$ cat src/rtl/sprite_pkg.sv
// Shared types and constants for the sprite plotter: FSM states, colours and
// the slot geometry used to place sprites along the conveyor.
package sprite_pkg;

    typedef enum logic [1:0] {
        IDLE = 2'd0,
        LOAD = 2'd1,
        PLOT = 2'd2,
        DONE = 2'd3
    } state_t;

    localparam logic [2:0] COL_BLACK = 3'b000;
    localparam logic [2:0] COL_PRESS = 3'b110;
    localparam logic [2:0] COL_GARB  = 3'b010;

    localparam logic [7:0] SLOT_PITCH = 8'd24;
    localparam logic [7:0] SLOT_BASE  = 8'd16;
    localparam logic [7:0] GARB_XOFF  = 8'd4;
    localparam logic [2:0] MAX_POS    = 3'd5;

    // Left edge of a slot; only meaningful for pos <= MAX_POS.
    function automatic logic [7:0] slot_x(input logic [2:0] pos);
        return SLOT_BASE + SLOT_PITCH * {5'd0, pos};
    endfunction

endpackage

$ cat src/rtl/sprite_scan_counter.sv
// Row-major x/y offset counter for a W x H sprite; exposes the next offsets
// so the caller can register pixel coordinates one cycle ahead.
module sprite_scan_counter (
    input  logic       clk,
    input  logic       reset,
    input  logic [7:0] w,
    input  logic [6:0] h,
    input  logic       clear,
    input  logic       inc,
    output logic [7:0] ox,
    output logic [6:0] oy,
    output logic [7:0] ox_next,
    output logic [6:0] oy_next,
    output logic       last
);

    logic row_end;

    assign row_end = (ox == w - 8'd1);
    assign last    = row_end && (oy == h - 7'd1);

    always_comb begin
        ox_next = ox + 8'd1;
        oy_next = oy;
        if (row_end) begin
            ox_next = 8'd0;
            oy_next = oy + 7'd1;
        end
    end

    always_ff @(posedge clk) begin
        if (reset || clear) begin
            ox <= 8'd0;
            oy <= 7'd0;
        end else if (inc) begin
            ox <= ox_next;
            oy <= oy_next;
        end
    end

endmodule

$ cat src/rtl/sprite_plotter.sv
// Draws or erases a press/garbage sprite in one of six slots, one pixel per
// cycle. Define SPRITE_PLOTTER_QUEUE_EN to add a one-entry command buffer.
module sprite_plotter
    import sprite_pkg::*;
#(
    parameter int PRESS_W = 16,
    parameter int PRESS_H = 12,
    parameter int GARB_W  = 8,
    parameter int GARB_H  = 8,
    parameter int PRESS_Y = 20,
    parameter int GARB_Y  = 90
) (
    input  logic       CLOCK_50,
    input  logic       reset,
    input  logic       start,
    input  logic       item,
    input  logic       erase,
    input  logic [2:0] position,
    output logic       ready,
    output logic       busy,
    output logic       done,
    output logic [7:0] x,
    output logic [6:0] y,
    output logic [2:0] colour,
    output logic       plot
);

    state_t     state, state_n;
    logic       cmd_item, cmd_erase;
    logic [2:0] cmd_pos;
    logic       load_in, cnt_clear, cnt_inc;
    logic       pos_valid, last;
    logic [7:0] dim_w, base_x, ox, ox_next;
    logic [6:0] dim_h, base_y, oy, oy_next;
    logic [2:0] cmd_col;

`ifdef SPRITE_PLOTTER_QUEUE_EN
    logic       q_full, q_item, q_erase, load_q, q_store;
    logic [2:0] q_pos;
    assign ready = !q_full;
`else
    assign ready = (state == IDLE);
`endif

    assign busy = (state != IDLE);
    assign plot = (state == PLOT);
    assign done = (state == DONE);

    // Geometry and colour of the latched command.
    assign pos_valid = (cmd_pos <= MAX_POS);
    assign dim_w     = cmd_item ? 8'(PRESS_W) : 8'(GARB_W);
    assign dim_h     = cmd_item ? 7'(PRESS_H) : 7'(GARB_H);
    assign base_x    = slot_x(cmd_pos) + (cmd_item ? 8'd0 : GARB_XOFF);
    assign base_y    = cmd_item ? 7'(PRESS_Y) : 7'(GARB_Y);
    assign cmd_col   = cmd_erase ? COL_BLACK : (cmd_item ? COL_PRESS : COL_GARB);

    sprite_scan_counter u_scan (
        .clk     (CLOCK_50),
        .reset   (reset),
        .w       (dim_w),
        .h       (dim_h),
        .clear   (cnt_clear),
        .inc     (cnt_inc),
        .ox      (ox),
        .oy      (oy),
        .ox_next (ox_next),
        .oy_next (oy_next),
        .last    (last)
    );

    always_comb begin
        state_n   = state;
        load_in   = 1'b0;
        cnt_clear = 1'b0;
        cnt_inc   = 1'b0;
`ifdef SPRITE_PLOTTER_QUEUE_EN
        load_q    = 1'b0;
        q_store   = 1'b0;
`endif
        case (state)
            IDLE: begin
                if (start && ready) begin
                    state_n = LOAD;
                    load_in = 1'b1;
                end
            end
            LOAD: begin
                cnt_clear = 1'b1;
                state_n   = pos_valid ? PLOT : DONE;
`ifdef SPRITE_PLOTTER_QUEUE_EN
                q_store   = start && ready;
`endif
            end
            PLOT: begin
                if (last) state_n = DONE;
                else      cnt_inc = 1'b1;
`ifdef SPRITE_PLOTTER_QUEUE_EN
                q_store   = start && ready;
`endif
            end
            DONE: begin
`ifdef SPRITE_PLOTTER_QUEUE_EN
                // A buffered command chains straight into LOAD; with an empty
                // buffer a fresh start is taken directly.
                if (q_full) begin
                    state_n = LOAD;
                    load_q  = 1'b1;
                end else if (start) begin
                    state_n = LOAD;
                    load_in = 1'b1;
                end else begin
                    state_n = IDLE;
                end
`else
                state_n = IDLE;
`endif
            end
            default: state_n = IDLE;
        endcase
    end

    always_ff @(posedge CLOCK_50) begin
        if (reset) state <= IDLE;
        else       state <= state_n;
    end

    always_ff @(posedge CLOCK_50) begin
        if (reset) begin
            cmd_item  <= 1'b0;
            cmd_erase <= 1'b0;
            cmd_pos   <= 3'd0;
        end else if (load_in) begin
            cmd_item  <= item;
            cmd_erase <= erase;
            cmd_pos   <= position;
`ifdef SPRITE_PLOTTER_QUEUE_EN
        end else if (load_q) begin
            cmd_item  <= q_item;
            cmd_erase <= q_erase;
            cmd_pos   <= q_pos;
`endif
        end
    end

`ifdef SPRITE_PLOTTER_QUEUE_EN
    always_ff @(posedge CLOCK_50) begin
        if (reset || load_q) begin
            q_full <= 1'b0;
        end else if (q_store) begin
            q_full  <= 1'b1;
            q_item  <= item;
            q_erase <= erase;
            q_pos   <= position;
        end
    end
`endif

    // Coordinates are registered one cycle ahead so they hold outside PLOT.
    always_ff @(posedge CLOCK_50) begin
        if (reset) begin
            x      <= 8'd0;
            y      <= 7'd0;
            colour <= COL_BLACK;
        end else if (state == LOAD && pos_valid) begin
            x      <= base_x;
            y      <= base_y;
            colour <= cmd_col;
        end else if (state == PLOT && !last) begin
            x      <= base_x + ox_next;
            y      <= base_y + oy_next;
        end
    end

endmodule

$ cat config.mk
export PLATFORM = sky130hd
export DESIGN_NAME = sprite_plotter
export DESIGN_NICKNAME = d
export VERILOG_FILES = /design/src/rtl/sprite_pkg.sv /design/src/rtl/sprite_scan_counter.sv /design/src/rtl/sprite_plotter.sv
export SDC_FILE = /design/constraint.sdc
export NUM_CORES = 1
export LEC_CHECK = 0
export BUFFER_PORTS_ARGS = -buffer_cell sky130_fd_sc_hd__buf_4
export CAP_MARGIN = 20
export CORE_ASPECT_RATIO = 1.5
export CORE_MARGIN = 4
export CORE_UTILIZATION = 55
export CTS_CLUSTER_DIAMETER = 150
export DETAILED_ROUTE_END_ITERATION = 10
export PLACE_DENSITY = 0.74
export SETUP_SLACK_MARGIN = 0.02
export SYNTH_ARGS = -nofsm -noshare
export SYNTH_HDL_FRONTEND = slang
export SYNTH_SLANG_ARGS = --single-unit
export TNS_END_PERCENT = 1
$ cat constraint.sdc
create_clock -name CLOCK_50 -period 4.8 [get_ports CLOCK_50]
set_clock_uncertainty 0.2 [all_clocks]
set_input_delay 1.2 -clock CLOCK_50 [delete_from_list [all_inputs] [get_ports CLOCK_50]]
set_output_delay 1.2 -clock CLOCK_50 [all_outputs]
set_load 0.01 [all_outputs]
==> flow_summary.json, run 1 <==
{
  "switchingPower_uw": 545,
  "drt_first_pass_iters": 4,
  "power_density_nw_per_um2": 496,
  "leakage_nw": 1.17,
  "rr_startpoint": "u_scan.ox[0]",
  "max_freq_mhz": 273,
  "drive_gt1_share_pct": 13.7,
  "initial_core_util_pct": 58.1,
  "ir_drop_mv": 0.309,
  "postCtsSetupBuffers": 0,
  "synth_cell_types": 47,
  "io_buffers": 28,
  "synth_nets": 334,
  "wl_per_cell_um": 14.4,
  "fin_area_um2": 2800,
  "outcome": "complete, no violations",
  "fin_ws_ns": 1.13,
  "max_slew.worst_pin.slew_ns": 1.07,
  "clkLatencyLatePin_ns": 0.30,
  "worstPathArrival_ns": 3.68,
  "cts_resized": 0,
  "drc": 0,
  "worstSetupStartpointType": "flop",
  "crit_fanout": 9,
  "place_area_um2": 2670,
  "die_w_um": 63.2,
  "fin_nets": 351,
  "cp-startpoint": "u_scan.ox[0]",
  "grt_pass1_vias": 1977,
  "synthFlopType": "dfxtp_1",
  "critPathCaptureType": "flop",
  "rows": 29,
  "dp_hpwl_mm": 3.80,
  "min_from": "x[1]",
  "worstSetupPathType": "reg -> reg",
  "ff_latch_area_um2": 781,
  "core_um2": 4320,
  "ys_seq_area_share_pct": 31.1,
  "power.total_mw": 1.39,
  "die_area_um2": 5730,
  "final.min_clock_period_ns": 3.67,
  "place_congestion": 0.879,
  "die_h_um": 90.7,
  "hold_path.class": "reg -> reg",
  "comb_power_share_pct": 43.3,
  "cts_tree": "built",
  "slew_violations": 0,
  "ys_seq_elements": 39,
  "rsz0062_at_grt": "false",
  "finalSetupViolations": 0,
  "slew_headroom_pct": 28.5,
  "cts-root-buf": "clkbuf_8",
  "path_clk_slew_ns": 0.08,
  "fin_tns_setup_ns": 0,
  "hold_buffers": 0,
  "fill_cells": 387,
  "pin_count": 30,
  "vias_per_cell": 5.75,
  "p_int_uw": 846,
  "ant_nets": 0,
  "vias": 2116,
  "multi_input_area_um2": 1560,
  "drt-initial-drc-count": 76,
  "power_frac_clock_pct": 24.0,
  "routed_wirelength_mm": 5.30,
  "clkSinkCount": 39,
  "grt_util_all_layers_pct": 19.3,
  "dp_slack_ns": 1.22,
  "fin_crit_sh_pct": 76.4,
  "synthCells": 304,
  "hold_viol_final": 0,
  "area_growth_pct": 11.7,
  "grt_pass1_wl_mm": 9.09,
  "cts_buffers": 5,
  "synth-async-reset-ratio_pct": 0,
  "maxCapViolations": 0,
  "cts_buffer_depth": 2,
  "yosysWarnings": 0,
  "synth.avg_cell_area_um2": 8.26,
  "netlist_area_um2": 2510,
  "seq_power_share_pct": 32.7,
  "grt_max_degree": 27,
  "synth_edf_count": 0,
  "antenna_found_initial": 0,
  "htreeDepth": 2,
  "switching_share_pct": 39.2,
  "crit_required_ns": 4.81,
  "overflow": 0,
  "antenna-diode-count": 0
}
-- power groups by stage --
stage | Sequential [mW] | Clock (mW) | Combinational, mW
after global routing | 0.465 | 0.351 | 0.672
final | 0.455 | 0.334 | 0.603
after CTS | 0.454 | 0.340 | 0.608
after global placement | 0.459 | 0 | 0.597
after detailed placement | 0.461 | 0 | 0.604
after floorplan | 0.471 | 0 | 0.424
-- layout by cell type (no fill, tap or decap), types with 5 or more instances in the layout --
cell / n
xnor2_1: 15
a31oi_1: 5
nand2_1: 46
nand3_1: 12
buf_4: 28
a21o_1: 5
dfxtp_1: 39
ha_1: 19
xor2_1: 15
a21oi_1: 27
a211oi_1: 6
nor2_1: 28
inv_1: 15
nor3_1: 7
clkbuf_8: 5
-- state kept, by name (all words and copies together) (netlist names) --
signal     count
cmd_pos        3
colour         2
state          2
y              7
u_scan.ox      8
cmd_item       1
cmd_erase      1
u_scan.oy      7
x              8
-- critical path, stage by stage (launching register included) --
cell and delay, ns:
dfxtp_1 0.43, ha_1 0.33, nand2_1 0.10, and3b_1 0.42, and3_1 0.25, xor2_1 0.16
ha_1 0.29, a21oi_1 0.20, and2_1 0.17, o32ai_1 0.08, a221o_1 0.36, xor2_1 0.21
a21oi_1 0.10, o32ai_1 0.26
-- worst paths after layout --
check,end,cells after the start,slack (ns)
min,x[1],2,0.26
max reg2reg,y[6],13,1.13
min reg2reg,x[1],2,0.26
max,y[6],13,1.13
-- per-layer routing --
metal	track usage, %	routed length [um]
met1	22.6	2310
met2	34.4	2720
met3	3.61	224
met4	6.26	51
met5	0	0
-- synthesized netlist by cell type (2+ instances only) --
library cell  number  area share, %
a211oi_1           6            1.8
a21o_1             5            1.5
a21oi_1           27            5.4
a2bb2oi_1          2           0.70
a31oi_1            5            1.2
and2_1             3           0.75
and3_1             3           0.75
and3b_1            2           0.70
buf_2              7            1.4
buf_4              2           0.60
buf_6              2           0.90
clkbuf_1           6           0.90
dfxtp_1           39             31
fa_1               3            2.4
ha_1              19            9.5
inv_1             15            2.2
mux2i_1            2           0.80
nand2_1           46            6.9
nand2b_1           2           0.50
nand3_1           12            2.4
nor2_1            28            4.2
nor3_1             7            1.4
o21ai_0            4           0.80
o32ai_1            4            1.4
or2_2              2           0.50
or3_1              2           0.50
xnor2_1           15            5.2
xor2_1            15            5.2
-- final cells by class --
cell class / instances / area share, %
repair buffers: 28 / 7.50
inverters: 15 / 2.01
clock buffers: 5 / 2.45
well taps: 46 / 2.05
multi-input cells: 232 / 55.7
clock inverters: 3 / 2.41
flip-flops and latches: 39 / 27.8
-- kinds of logic (layout without fill, tap and decap cells) --
family,Yosys count,in the layout,share of synthesized area (%)
mux,2,2,0.798
flops,39,39,31.1
simple gates,113,113,21.4
fa+ha+maj,23,23,12.3
compound gates,63,63,17.1
other cells,1,1,0.149
buf+inv,33,51,6.63
xor+xnor,30,30,10.5
-- through the flow --
step	utilization (%)	std cells	hold WS [ns]
CTS	64.9	368	0.260
detailed placement	61.8	360	0.249
global placement	61.8	360	0.243
floorplan	-	304	0.237
finish	64.9	368	0.256
global route	64.9	368	0.280
(Power assumes the default switching activity.)
==> run 2, diff against run 1 <==
- clock period: 4.8 -> 3.75 ns (I/O delays scaled with it)
==> run 2 against run 1 <==
  * Die area unchanged
  * Power increased by 18%
  * Flip-flop and latch count did not move
  * Critical endpoint unchanged
  * Largest cell class unchanged
==> flow_summary.json, run 2 (synthesis results as in run 1) <==
{
  "antenna_found_initial": 0,
  "post-route-util_pct": 64.4,
  "seq_power_share_pct": 35.1,
  "grt_util_all_layers_pct": 21.0,
  "die_w_um": 63.2,
  "maxCapViolations": 0,
  "max_freq_mhz": 294,
  "final_common_cell": "nand2_1",
  "comb_power_share_pct": 47.6,
  "io_buffers": 28,
  "rsz0062_at_grt": "false",
  "antenna-diode-count": 0,
  "placed_cells": 364,
  "fin_nets": 355,
  "slew_violations": 0,
  "fill_cells": 375,
  "multi_input_area_um2": 1560,
  "ff_latch_area_um2": 781,
  "grt_max_degree": 27,
  "worstPathArrival_ns": 3.41,
  "clkSinkCount": 39,
  "met3WireLength_um": 223,
  "top_layer": "met4",
  "ir_drop_mv": 0.477,
  "vias": 2142,
  "grt_pass1_wl_mm": 9.79,
  "wl_met1_mm": 2.35,
  "fin_ws_ns": 0.348,
  "routed_wirelength_mm": 5.45,
  "hold_viol_final": 0,
  "fin_crit_sh_pct": 90.7,
  "reg2reg_to": "y[6]",
  "grt_pass1_vias": 2145,
  "initial_core_util_pct": 58.1,
  "drt_first_pass_iters": 4,
  "place_congestion": 0.861,
  "power.total_mw": 1.64,
  "cp-startpoint": "u_scan.ox[0]",
  "slew_headroom_pct": 29.2,
  "drc": 0,
  "cts_buffer_depth": 2,
  "fin_tns_setup_ns": 0,
  "rr_startpoint": "u_scan.ox[0]",
  "cts_buffers": 5,
  "overflow": 0,
  "die_area_um2": 5730,
  "core_um2": 4320,
  "finalSetupViolations": 0,
  "worstSetupPathType": "reg -> reg",
  "crit_fanout": 7,
  "postCtsSetupBuffers": 0,
  "dp_hpwl_mm": 3.99,
  "area_growth_pct": 10.7,
  "stdcell_count": 372,
  "p_int_uw": 955,
  "final.min_clock_period_ns": 3.40,
  "clkLatencyLatePin_ns": 0.30,
  "drive_gt1_share_pct": 14.1,
  "ant_nets": 0,
  "path_clk_slew_ns": 0.08,
  "pin_count": 30,
  "wl_met2_mm": 2.75,
  "hold_path.class": "reg -> reg",
  "die_h_um": 90.7,
  "drt-initial-drc-count": 65,
  "endpoint": "y[6]",
  "worstRegToRegCells": 13,
  "dp_slack_ns": 0.431,
  "outcome": "complete, no violations",
  "worstSetupStartpointType": "flop",
  "leakage_nw": 1.17,
  "switching_share_pct": 41.9,
  "max_slew.worst_pin.slew_ns": 1.06,
  "cts_resized": 0,
  "wl_per_cell_um": 14.6,
  "mostFrequentLayoutCells": "46 x nand2_1, 39 x dfxtp_1, 32 x buf_4, 28 x nor2_1, 27 x a21oi_1",
  "power_frac_clock_pct": 17.3,
  "rows": 29,
  "cts_tree": "built",
  "hold_buffers": 0,
  "rrSetupSlack_ns": 0.35,
  "switchingPower_uw": 689,
  "crit_required_ns": 3.76,
  "critPathCaptureType": "flop",
  "htreeDepth": 2,
  "cts-root-buf": "clkbuf_8",
  "vias_per_cell": 5.76,
  "top_regs": "u_scan.ox (8), x (8)",
  "power_density_nw_per_um2": 591
}
## run 2: final cells by class
type                       count  share of cell area, %
sequential                    39                   28.1
multi-input combinational    232                   56.2
inverter                      15                   2.03
clock inverter                 1                  0.180
clock buffer                   7                   2.75
timing repair buffer          32                   8.64
tap                           46                   2.07
## run 2: how the worst min path moves through the flow
stage	from	endpoint	slack (ns)	cells past startpoint
after CTS	x[0]	x[0]	0.26	2
final	x[0]	x[0]	0.26	2
after floorplan	cmd_erase	colour[1]	0.24	1
after global placement	x[0]	x[0]	0.24	2
after global routing	x[1]	x[1]	0.29	2
after detailed placement	x[0]	x[0]	0.25	2
## run 2: worst max-delay path: stages (launching register included)
cell and delay, ns:
dfxtp_1 0.44, ha_1 0.22, nand2_1 0.07, and3b_1 0.34, and3_1 0.24, xor2_1 0.18, ha_1 0.30, a21oi_1 0.19
and2_1 0.16, o32ai_1 0.08, a221o_1 0.36, xor2_1 0.18, a21oi_1 0.09, o32ai_1 0.26
## run 2: through the flow
stage,hold WS (ns),instance area [um2]
finish,0.257,2780
global route,0.290,2780
CTS,0.260,2780
detailed placement,0.250,2700
global placement,0.244,2700
floorplan,0.237,2510
## run 2: power groups by stage
| stage | logic, mW | registers [mW] | clock network [mW] |
|---|---|---|---|
| detailed placement | 0.784 | 0.585 | 0 |
| finish | 0.782 | 0.577 | 0.284 |
| global placement | 0.773 | 0.584 | 0 |
| global route | 0.888 | 0.595 | 0.308 |
| floorplan | 0.543 | 0.602 | 0 |
| CTS | 0.789 | 0.577 | 0.288 |
## run 2: layer usage
metal / GRT usage, % / vias to the layer above
met5: 0 / -
met4: 10.3 / 0
met3: 4.11 / 11
met2: 36.6 / 46
met1: 24.1 / 1008
li1: - / 1077
==> run 3, diff against run 2 <==
- CORE_UTILIZATION: 55 -> 50
- PLACE_DENSITY: 0.74 -> 0.68
- SETUP_SLACK_MARGIN: 0.02 -> 0.5
==> run 3 against run 2 <==
  * Die area rose by 8.9%
  * Global-route usage decreased by 2.0 points
  * Sequential power is essentially flat
  * First-iteration DRC count rose by 32%
  * Critical endpoint unchanged
  * Combinational power grew 4.3%
  * Critical path depth decreased by 1
  * Register-to-register slack gained 0.26 ns
  * Non-clock buffer count up 5
  * Flip-flop and latch count is the same
  * Hold slack got worse by 0.0011 ns
==> flow_summary.json, run 3 (synthesis results as in run 1) <==
{
  "worstSetupPathType": "reg -> reg",
  "grt_pass1_vias": 2043,
  "htreeDepth": 2,
  "holdPathEnd": "x[1]",
  "top_regs": "u_scan.ox (8), x (8)",
  "dp_hpwl_mm": 4.03,
  "slowest_delay_ns": 0.36,
  "cts_buffers": 5,
  "fin_crit_sh_pct": 83.8,
  "initial_core_util_pct": 51.8,
  "top_layer": "met4",
  "antenna_found_initial": 0,
  "clkSinkCount": 39,
  "fill_cells": 429,
  "leakage_nw": 1.25,
  "drt-initial-drc-count": 86,
  "io_buffers": 28,
  "power.total_mw": 1.82,
  "drc": 0,
  "wl_met1_mm": 2.49,
  "mostFrequentLayoutCells": "46 x nand2_1, 37 x buf_4, 33 x dfxtp_1, 27 x nor2_1, 26 x a21oi_1",
  "core_um2": 4850,
  "overflow": 0,
  "crit_required_ns": 3.76,
  "slew_headroom_pct": 52.7,
  "clkLatencyLatePin_ns": 0.30,
  "die_h_um": 94.8,
  "max_freq_mhz": 318,
  "final.min_clock_period_ns": 3.14,
  "routed_wirelength_mm": 5.86,
  "hold_buffers": 0,
  "cts_tree": "built",
  "hold_depth": 2,
  "final_common_cell": "nand2_1",
  "ir_drop_mv": 0.389,
  "area_growth_pct": 19.8,
  "ant_nets": 0,
  "hold_viol_final": 0,
  "cts-root-buf": "clkbuf_8",
  "grt_pass1_wl_mm": 9.28,
  "die_w_um": 65.9,
  "worstPathArrival_ns": 3.15,
  "wl_met2_mm": 3.03,
  "vias": 2172,
  "cp_slowest_cell": "dfxtp_2",
  "crit_top_cell": "xor2_2",
  "worstSetupStartpointType": "flop",
  "fin_nets": 360,
  "drive_gt1_share_pct": 22.1,
  "met3WireLength_um": 226,
  "min_from": "x[1]",
  "critPathCaptureType": "flop",
  "max_slew.worst_pin.slew_ns": 0.709,
  "die_area_um2": 6240,
  "place_congestion": 0.913,
  "crit_chain": "nor4_4, and3b_2, and3_4, xor2_2, ha_4, a21oi_2, and2_4, o32ai_2, a221o_1, xor2_2, a21oi_1, o32ai_1",
  "crit_family": "compound AO/OA/AOI/OAI gates",
  "outcome": "complete, no violations",
  "hold_path.class": "reg -> reg",
  "crit_buf_inv": 0,
  "crit_fanout": 5,
  "rr_startpoint": "u_scan.ox[4]",
  "rsz0062_at_grt": "true",
  "slew_violations": 0,
  "power_density_nw_per_um2": 607,
  "rows": 31,
  "antenna-diode-count": 0,
  "grt_max_degree": 22,
  "vias_per_cell": 5.47,
  "reg2reg_to": "y[6]",
  "fin_tns_setup_ns": 0,
  "grt_util_all_layers_pct": 19.0,
  "wl_per_cell_um": 14.8,
  "cts_buffer_depth": 2,
  "drt_first_pass_iters": 4,
  "maxCapViolations": 0,
  "rrSetupSlack_ns": 0.61,
  "finalSetupViolations": 0,
  "pin_count": 30,
  "worstRegToRegCells": 12,
  "path_clk_slew_ns": 0.09
}
[run 3: cell count changes in the layout (fill, tap and decap cells not counted), sizes merged]
cell,before,now
bufinv,0,2
clkinv,1,0
clkbuf,7,5
clkinvlp,0,1
buf,32,37
[run 3: repair_timing]
action	4_1_cts	5_1_grt
pin swaps	2	8
resized for setup	5	19
setup endpoints to repair	2	2
setup buffers	2	2
[run 3: layer usage]
metal | global-route usage, % | vias up
met3 | 3.33 | 11
met2 | 33.6 | 52
met4 | 7.79 | 0
met1 | 22.1 | 1015
met5 | 0 | -
li1 | - | 1094
[run 3: tightest hold or removal path: stages, from the launching register on]
cell     delay [ns]
dfxtp_1        0.31
nand2_1        0.05
a21oi_1        0.05
[run 3: per-stage QoR]
stage | instances | hold slack [ns] | instance area [um2] | utilization (%) | worst slack (ns)
6_report | 397 | 0.256 | 3010 | 62.0 | 0.608
3_5_place_dp | 385 | 0.249 | 2730 | 56.3 | 0.322
5_1_grt | 397 | 0.284 | 3010 | 62.0 | 0.447
4_1_cts | 395 | 0.260 | 2900 | 59.8 | 0.538
2_1_floorplan | 304 | 0.237 | 2510 | - | 0.598
3_3_place_gp | 385 | 0.246 | 2730 | 56.3 | 0.427
[run 3: how the worst max path moves through the flow]
stage                 startpoint  endpoint  slack, ns  cells after the start
global route        u_scan.ox[3]      x[7]       0.45                     13
CTS                 u_scan.ox[0]      y[6]       0.54                     13
detailed placement  u_scan.ox[1]      y[6]       0.32                     13
global placement    u_scan.ox[0]      y[6]       0.43                     13
finish              u_scan.ox[4]      y[6]       0.61                     12
floorplan           u_scan.ox[0]      y[6]       0.60                     14
[run 3: area by class of cell]
class | instances | area, um2 | share of cell area [%]
flip-flops and latches | 39 | 793 | 26.4
multi-input cells | 232 | 1660 | 55.2
clock buffers | 5 | 68.8 | 2.29
clock inverters | 3 | 67.6 | 2.25
inverters | 15 | 56.3 | 1.87
repair buffers | 37 | 278 | 9.24
well taps | 66 | 82.6 | 2.75
[run 3: power breakdown]
group	total (mW)	switching, mW	internal [mW]
combinational	0.816	0.474	0.342
sequential	0.580	0.0722	0.508
clock	0.428	0.163	0.266
total	1.82	0.709	1.12
